$ cat src/rtl/pcie_recv_pkg.sv
// Shared definitions for the PCIE receive path: control FSM encoding and the
// word field positions also used by the transmitter's destination demuxes.
package pcie_recv_pkg;
  localparam int DEST_BIT = 4;
  localparam int VC_BIT   = 5;

  typedef enum logic [2:0] {
    ST_RESET  = 3'd0,
    ST_INIT   = 3'd1,
    ST_IDLE   = 3'd2,
    ST_ACTIVE = 3'd3,
    ST_ERROR  = 3'd4
  } state_t;

  function automatic logic wrong_dest(input logic src, input logic dest);
    return src != dest;
  endfunction
endpackage

$ cat src/rtl/pcie_recv_if.sv
// Bus bundle between pcie_recv, the transmitter's D0/D1 FIFOs and the downstream sink.
interface pcie_recv_if #(
  parameter int DATA_W = 6
);
  logic [DATA_W-1:0] data_D0;
  logic [DATA_W-1:0] data_D1;
  logic              empty_D0;
  logic              empty_D1;
  logic              pop_D0;
  logic              pop_D1;
  logic [DATA_W-1:0] data_out;
  logic              valid_out;
  logic              ready_in;

  modport slave (
    input  data_D0, data_D1, empty_D0, empty_D1, ready_in,
    output pop_D0, pop_D1, data_out, valid_out
  );

  modport master (
    output data_D0, data_D1, empty_D0, empty_D1, ready_in,
    input  pop_D0, pop_D1, data_out, valid_out
  );
endinterface

$ cat src/rtl/pcie_recv_buf.sv
// Synchronous skid FIFO for the merged receive stream; a write into a full
// buffer is accepted when a read happens in the same cycle.
module pcie_recv_buf #(
  parameter int DATA_W = 6,
  parameter int DEPTH  = 4
) (
  input  logic                     clk,
  input  logic                     reset_L,
  input  logic                     wr_en,
  input  logic [DATA_W-1:0]        wr_data,
  input  logic                     rd_en,
  output logic [DATA_W-1:0]        rd_data,
  input  logic [1:0]               umbral,
  output logic [$clog2(DEPTH):0]   count,
  output logic                     empty,
  output logic                     full,
  output logic                     almost_full
);
  localparam int AW = $clog2(DEPTH);

  logic [DATA_W-1:0] mem [DEPTH];
  logic [AW-1:0]     wr_ptr;
  logic [AW-1:0]     rd_ptr;
  logic              do_wr;
  logic              do_rd;
  logic [AW:0]       thresh;

  assign empty       = (count == '0);
  assign full        = (count == (AW+1)'(DEPTH));
  assign thresh      = (AW+1)'(DEPTH) - (AW+1)'(umbral);
  assign almost_full = (count >= thresh);
  assign rd_data     = mem[rd_ptr];
  assign do_rd       = rd_en & ~empty;
  assign do_wr       = wr_en & (~full | do_rd);

  always_ff @(posedge clk) begin
    if (do_wr) mem[wr_ptr] <= wr_data;
  end

  always_ff @(posedge clk) begin
    if (!reset_L) begin
      wr_ptr <= '0;
      rd_ptr <= '0;
      count  <= '0;
    end else begin
      if (do_wr) wr_ptr <= wr_ptr + 1'b1;
      if (do_rd) rd_ptr <= rd_ptr + 1'b1;
      case ({do_wr, do_rd})
        2'b10:   count <= count + 1'b1;
        2'b01:   count <= count - 1'b1;
        default: count <= count;
      endcase
    end
  end
endmodule

$ cat src/rtl/pcie_recv.sv
// Receive end of the PCIE path: drains the D0/D1 FIFOs, checks each word's
// destination bit and merges both streams. Define PCIE_RECV_COUNTERS_EN to build cnt_D0/cnt_D1.
//   state  | meaning
//   RESET  | held in reset, everything cleared
//   INIT   | threshold latched every cycle, no pops
//   IDLE   | nothing to move
//   ACTIVE | draining sources / buffer
//   ERROR  | wrong-destination word seen, pops stopped until init/reset
module pcie_recv
  import pcie_recv_pkg::*;
#(
  parameter int DATA_W    = 6,
  parameter int BUF_DEPTH = 4,
  parameter int CNT_W     = 8
) (
  input  logic             clk,
  input  logic             reset_L,
  input  logic             init,
  input  logic [1:0]       umbral_out,
  pcie_recv_if.slave       bus,
  output logic             almost_full_out,
  output logic [CNT_W-1:0] cnt_D0,
  output logic [CNT_W-1:0] cnt_D1,
  output logic             active_out,
  output logic             idle_out,
  output logic             error_out
);
  localparam int AW = $clog2(BUF_DEPTH);

  state_t            state;
  state_t            state_nx;
  logic [1:0]        umbral;
  logic              in_flight;
  logic              src;
  logic              prio;
  logic              can_pop;
  logic              room;
  logic              elig0;
  logic              elig1;
  logic              pop0;
  logic              pop1;
  logic              deq;
  logic              mismatch;
  logic [DATA_W-1:0] cap_data;
  logic [AW:0]       count;
  logic              buf_empty;
  logic              buf_full;
  logic [AW+1:0]     need;
  logic [AW+1:0]     limit;

  assign deq      = bus.valid_out & bus.ready_in;
  assign can_pop  = (state == ST_IDLE) || (state == ST_ACTIVE);
  // An in-flight word already owns a slot; a same-cycle dequeue frees one.
  assign need     = (AW+2)'(count) + (AW+2)'(1);
  assign limit    = (AW+2)'(BUF_DEPTH) + (AW+2)'(deq);
  assign room     = in_flight ? (need < limit) : (~buf_full | deq);
  assign elig0    = can_pop & ~bus.empty_D0 & room;
  assign elig1    = can_pop & ~bus.empty_D1 & room;
  assign cap_data = src ? bus.data_D1 : bus.data_D0;
  assign mismatch = in_flight & wrong_dest(src, cap_data[DEST_BIT]);

  always_comb begin
    pop0 = 1'b0;
    pop1 = 1'b0;
    if (elig0 && elig1) begin
      pop1 = prio;
      pop0 = ~prio;
    end else begin
      pop0 = elig0;
      pop1 = elig1;
    end
  end

  assign bus.pop_D0 = pop0;
  assign bus.pop_D1 = pop1;

  always_comb begin
    state_nx = state;
    if (init) begin
      state_nx = ST_INIT;
    end else if (mismatch) begin
      state_nx = ST_ERROR;
    end else begin
      case (state)
        ST_RESET:  state_nx = ST_INIT;
        ST_INIT:   state_nx = ST_IDLE;
        ST_IDLE:   if (!bus.empty_D0 || !bus.empty_D1) state_nx = ST_ACTIVE;
        ST_ACTIVE: if (bus.empty_D0 && bus.empty_D1 && !in_flight && buf_empty)
                     state_nx = ST_IDLE;
        ST_ERROR:  state_nx = ST_ERROR;
        default:   state_nx = ST_RESET;
      endcase
    end
  end

  always_ff @(posedge clk) begin
    if (!reset_L) begin
      state     <= ST_RESET;
      umbral    <= '0;
      in_flight <= 1'b0;
      src       <= 1'b0;
      prio      <= 1'b0;
    end else begin
      state     <= state_nx;
      if (state == ST_INIT) umbral <= umbral_out;
      in_flight <= pop0 | pop1;
      src       <= pop1;
      if (pop0 || pop1) prio <= pop0;
    end
  end

  pcie_recv_buf #(
    .DATA_W (DATA_W),
    .DEPTH  (BUF_DEPTH)
  ) u_buf (
    .clk         (clk),
    .reset_L     (reset_L),
    .wr_en       (in_flight),
    .wr_data     (cap_data),
    .rd_en       (bus.ready_in),
    .rd_data     (bus.data_out),
    .umbral      (umbral),
    .count       (count),
    .empty       (buf_empty),
    .full        (buf_full),
    .almost_full (almost_full_out)
  );

  assign bus.valid_out = ~buf_empty;
  assign active_out    = (state == ST_ACTIVE);
  assign idle_out      = (state == ST_IDLE);
  assign error_out     = (state == ST_ERROR);

`ifdef PCIE_RECV_COUNTERS_EN
  always_ff @(posedge clk) begin
    if (!reset_L) begin
      cnt_D0 <= '0;
      cnt_D1 <= '0;
    end else if (in_flight) begin
      if (!src && cnt_D0 != {CNT_W{1'b1}}) cnt_D0 <= cnt_D0 + 1'b1;
      if (src && cnt_D1 != {CNT_W{1'b1}})  cnt_D1 <= cnt_D1 + 1'b1;
    end
  end
`else
  assign cnt_D0 = '0;
  assign cnt_D1 = '0;
`endif
endmodule

$ cat src/flat_wrapper.sv
// flat-port wrapper written by rule: the top's interface ports become plain ports
module pcie_recv_flat import pcie_recv_pkg::*;
#(
  parameter int DATA_W    = 6,
  parameter int BUF_DEPTH = 4,
  parameter int CNT_W     = 8
)
  (clk, reset_L, init, umbral_out, almost_full_out, cnt_D0, cnt_D1, active_out, idle_out, error_out, bus_data_D0, bus_data_D1, bus_empty_D0, bus_empty_D1, bus_ready_in, bus_pop_D0, bus_pop_D1, bus_data_out, bus_valid_out);
  pcie_recv_if #(.DATA_W(DATA_W)) bus_i ();
  input  logic clk;
  input  logic reset_L;
  input  logic init;
  input  logic [1:0] umbral_out;
  output logic almost_full_out;
  output logic [CNT_W-1:0] cnt_D0;
  output logic [CNT_W-1:0] cnt_D1;
  output logic active_out;
  output logic idle_out;
  output logic error_out;
  input wire logic [$bits(bus_i.data_D0)-1:0] bus_data_D0;
  input wire logic [$bits(bus_i.data_D1)-1:0] bus_data_D1;
  input wire logic [$bits(bus_i.empty_D0)-1:0] bus_empty_D0;
  input wire logic [$bits(bus_i.empty_D1)-1:0] bus_empty_D1;
  input wire logic [$bits(bus_i.ready_in)-1:0] bus_ready_in;
  output wire logic [$bits(bus_i.pop_D0)-1:0] bus_pop_D0;
  output wire logic [$bits(bus_i.pop_D1)-1:0] bus_pop_D1;
  output wire logic [$bits(bus_i.data_out)-1:0] bus_data_out;
  output wire logic [$bits(bus_i.valid_out)-1:0] bus_valid_out;
  assign bus_i.data_D0 = bus_data_D0;
  assign bus_i.data_D1 = bus_data_D1;
  assign bus_i.empty_D0 = bus_empty_D0;
  assign bus_i.empty_D1 = bus_empty_D1;
  assign bus_i.ready_in = bus_ready_in;
  assign bus_pop_D0 = bus_i.pop_D0;
  assign bus_pop_D1 = bus_i.pop_D1;
  assign bus_data_out = bus_i.data_out;
  assign bus_valid_out = bus_i.valid_out;
  pcie_recv #(.DATA_W(DATA_W), .BUF_DEPTH(BUF_DEPTH), .CNT_W(CNT_W)) u_core (.clk(clk), .reset_L(reset_L), .init(init), .umbral_out(umbral_out), .bus(bus_i), .almost_full_out(almost_full_out), .cnt_D0(cnt_D0), .cnt_D1(cnt_D1), .active_out(active_out), .idle_out(idle_out), .error_out(error_out));
endmodule
$ cat config.mk
export PLATFORM = sky130hd
export DESIGN_NAME = pcie_recv_flat
export DESIGN_NICKNAME = d
export VERILOG_FILES = /design/src/rtl/pcie_recv_pkg.sv /design/src/rtl/pcie_recv_if.sv /design/src/rtl/pcie_recv_buf.sv /design/src/rtl/pcie_recv.sv /design/src/flat_wrapper.sv
export SDC_FILE = /design/constraint.sdc
export NUM_CORES = 1
export LEC_CHECK = 0
export BUFFER_PORTS_ARGS = -buffer_cell sky130_fd_sc_hd__buf_4
export CAP_MARGIN = 30
export CORE_AREA = 2 2 69 84
export DETAILED_ROUTE_END_ITERATION = 10
export DIE_AREA = 0 0 71 86
export PLACE_DENSITY = 0.63
export SETUP_SLACK_MARGIN = 0.1
export SLEW_MARGIN = 10
export SYNTH_ARGS = -nofsm -noshare
export SYNTH_HDL_FRONTEND = slang
export SYNTH_SLANG_ARGS = --single-unit
$ cat constraint.sdc
create_clock -name clk -period 2.1 [get_ports clk]
set_input_delay 0 -clock clk [delete_from_list [all_inputs] [get_ports clk]]
set_output_delay 0 -clock clk [all_outputs]
set_load 0.005 [all_outputs]
==> flow_summary_export.csv <==
group,metric,value,unit
critical_path,setup.worst_path.class,"register to register",
power,p_leak,1.07,nW
die,die_x,71,um
critical_path,endpoint_kind,"register",
clock_network,cts.sinks,41,
yosys,synth_flop_cell,"edfxtp_1",
sta,setup_ws,0.168,ns
power,ir_worst_vdd,0.316,mV
yosys,yosys.cell_types.count,40,
run_status,status,"finished, final reports clean",
critical_path,path_max_fanout,4,
sta,slew_viol_final,0,
place,post-dp-hpwl,2.70,mm
die,io_pins,49,
clock_network,cts_buffer_depth,2,
critical_path,crit_top_cell,"ha_4",
routing,wl_per_cell,12.9,um
sta,setup_viol,0,
die,core-area,5260,sq um
yosys,ys_seq_area_share,51.2,%
yosys,ys_ff_latch,41,
sta,fin_skew,0.00822,ns
power,power_density,612,nW/um^2
sta,fmax,0.518,GHz
critical_path,critPathArrivalTime,2.16,ns
global_routing,first_global_vias,1331,
clock_network,worstSkewPairLatency,0.29,ns
clock_network,cts_tree,"done",
critical_path,start_kind,"register",
sta,fin_crit_sh,92.0,%
global_routing,gr-usage-all-layers,12.7,%
routing,wirelength_met1,1.45,mm
routing,vias,1347,
sta,finalSetupTns,0,ns
clock_network,path_clk_slew,0.08,ns
layout,fin_area,2640,sq um
critical_path,worst_path_max_delay_cell,"dfxtp_4",
place,dp_cells,261,
layout,syn2layout_area_growth,27.4,%
routing,initialDrtViolationCount,38,
yosys,synthCells,169,
yosys,syn_area,2070,sq um
worst_hold_path,hp-class,"input pin to register",
layout,drive_above_1_share,38.2,%
routing,drt_wl_total,3.72,mm
yosys,syn_area_per_cell,12.3,sq um
sta,fin_crit,1.93,ns
global_routing,grt_max_degree,16,
worst_hold_path,min_path_cells,3,
clock_network,cts_buffers,5,
yosys,synthArstFlopShare,0,%
routing,top_layer,"met4",
die,design.die.area,6110,sq um
clock_network,cts_root_buf,"clkbuf_8",
yosys,synth_edf_count,24,
die,die_height,86,um
layout,fin_nets,256,
sta,rsz0062_at_grt,"true",
critical_path,max_stage_delay,0.35,ns
routing,dr_wl_met2,2.00,mm
critical_path,reg2reg_depth,10,
layout,diodes,0,
place,portBuffers,32,
routing,drtAntennaViolNets,0,
routing,drc_errors,0,
critical_path,critPathRequiredTime,2.33,ns
routing,wl_met3,202,um
clock_network,htreeDepth,2,
layout,stdcell_count,287,
place,dp_slack,0.0640,ns
yosys,yosys_warnings,0,
die,start_util,39.4,%
layout,n_fill_cell,459,
sta,hold_violations,0,
routing,dr.pass1.iters,4,
global_routing,grt_pass1_wl,5.97,mm
place,post_dp_cell_area,2380,sq um
place,gp_congestion,0.757,
die,rows,29,
flow_run,maxCapViolCount,0,
layout,finalCoreUtilization,50.2,%
global_routing,globalRouteOverflowTotal,0,
routing,via_per_inst,4.69,
global_routing,antenna_found_initial,0,
critical_path,crit_chain,"inv_4 -> ha_4 -> nand3b_1 -> nand2_2 -> ha_4 -> inv_2 -> fa_2 -> xor2_1 -> or3_1 -> a21boi_1",
## registers in the layout (all words and copies together) (netlist names), named ones only
name	cells
u_core.in_flight	1
u_core.prio	1
u_core.src	1
u_core.state	3
u_core.u_buf.count	3
u_core.u_buf.mem	24
u_core.u_buf.rd_ptr	2
u_core.u_buf.wr_ptr	2
u_core.umbral	2
## critical path: cells and delay by family, from the launching register on
family	cells	cell delay [ns]
adder cells (fa/ha/maj)	3	0.61
AND/OR/NAND/NOR	3	0.55
flip-flops	1	0.35
XOR/XNOR	1	0.15
AO/OA/AOI/OAI	1	0.12
buffers and inverters	2	0.09
## cell usage after synthesis (5+ instances only)
master / number / area share (%)
nor2_1: 6 / 1.1
edfxtp_1: 24 / 35
mux4_2: 6 / 6.5
nor2b_1: 9 / 2.7
nand2_1: 7 / 1.3
ha_1: 11 / 6.6
inv_1: 12 / 2.2
buf_4: 16 / 5.8
dfxtp_1: 17 / 16
and2_1: 6 / 1.8
mux2_2: 5 / 2.7
## cell type report
class	instances	area (sq um)	area share [%]
Clock inverter	3	17.5	0.664
Clock buffer	5	68.8	2.61
Sequential cell	41	1070	40.5
Tap cell	62	77.6	2.94
Inverter	12	50.0	1.90
Timing Repair Buffer	53	410	15.5
Multi-Input combinational cell	111	947	35.9
## layout by cell type (no fill, tap or decap), types with 2 or more instances in the layout
cell and count:
a21o_1 2, a21oi_1 4, and2_1 5, and3_1 4, buf_4 48, clkbuf_8 5
clkinv_2 2, conb_1 16, dfxtp_1 15, dfxtp_4 2, dlygate4sd3_1 5, edfxtp_1 24
ha_1 8, ha_4 2, inv_1 9, inv_4 2, mux2_2 5, mux4_2 6
nand2_1 6, nand2b_1 2, nand3_1 2, nor2_1 6, nor2b_1 9, nor3_2 2
nor4b_1 2, o211ai_1 2, o21ai_0 3, xnor2_1 4, xor2_1 2
## path summary, 6_finish.rpt
kind,to,slack [ns],startpoint
setup / recovery,u_core.u_buf.count[2],0.17,u_core.u_buf.count[1]
hold / removal,u_core.in_flight,0.01,reset_L
setup reg to reg,u_core.u_buf.count[2],0.17,u_core.u_buf.count[1]
hold reg to reg,u_core.state[1],0.52,u_core.state[2]
## per-stage QoR
stage,hold WS [ns],power (W)
finish,0.0107,0.00162
global route,0.0184,0.00169
CTS,0.0147,0.00163
detailed placement,0.222,0.00111
global placement,0.216,0.00111
floorplan,0.0365,0.00105
## logic make-up (layout without fill, tap and decap cells)
kind of cell	Yosys count	count (layout)	share of synthesized area (%)
and+or+nand+nor	49	49	14.4
DFF	41	41	51.2
buffers and inverters	32	73	8.76
AOI/OAI and AO/OA	16	16	5.62
adders and majority gates	12	12	7.61
muxes	12	12	9.72
xor gates and xnor gates	6	6	2.54
other	1	16	0.181
## repair_timing
action,in CTS,in global routing
setup buffers,8,5
pin swaps,4,8
cloned,0,0
hold buffers,5,0
endpoints found under the setup margin,1,3
hold endpoints to repair,7,0
resized for setup,2,5
## per-layer routing
layer / up-vias / global-route usage, %
met4: 0 / 4.12
met1: 625 / 13.0
met3: 8 / 3.41
met5: - / 0
li1: 675 / -
met2: 39 / 24.5
## where the power goes
| group | internal, W | switching [W] | total, W |
|---|---|---|---|
| combinational | 0.000139 | 0.0000963 | 0.000235 |
| clock | 0.000229 | 0.000268 | 0.000497 |
| sequential | 0.000866 | 0.0000182 | 0.000884 |
| total | 0.00123 | 0.000382 | 0.00162 |
Note: power is estimated with default switching activity, not from simulation.
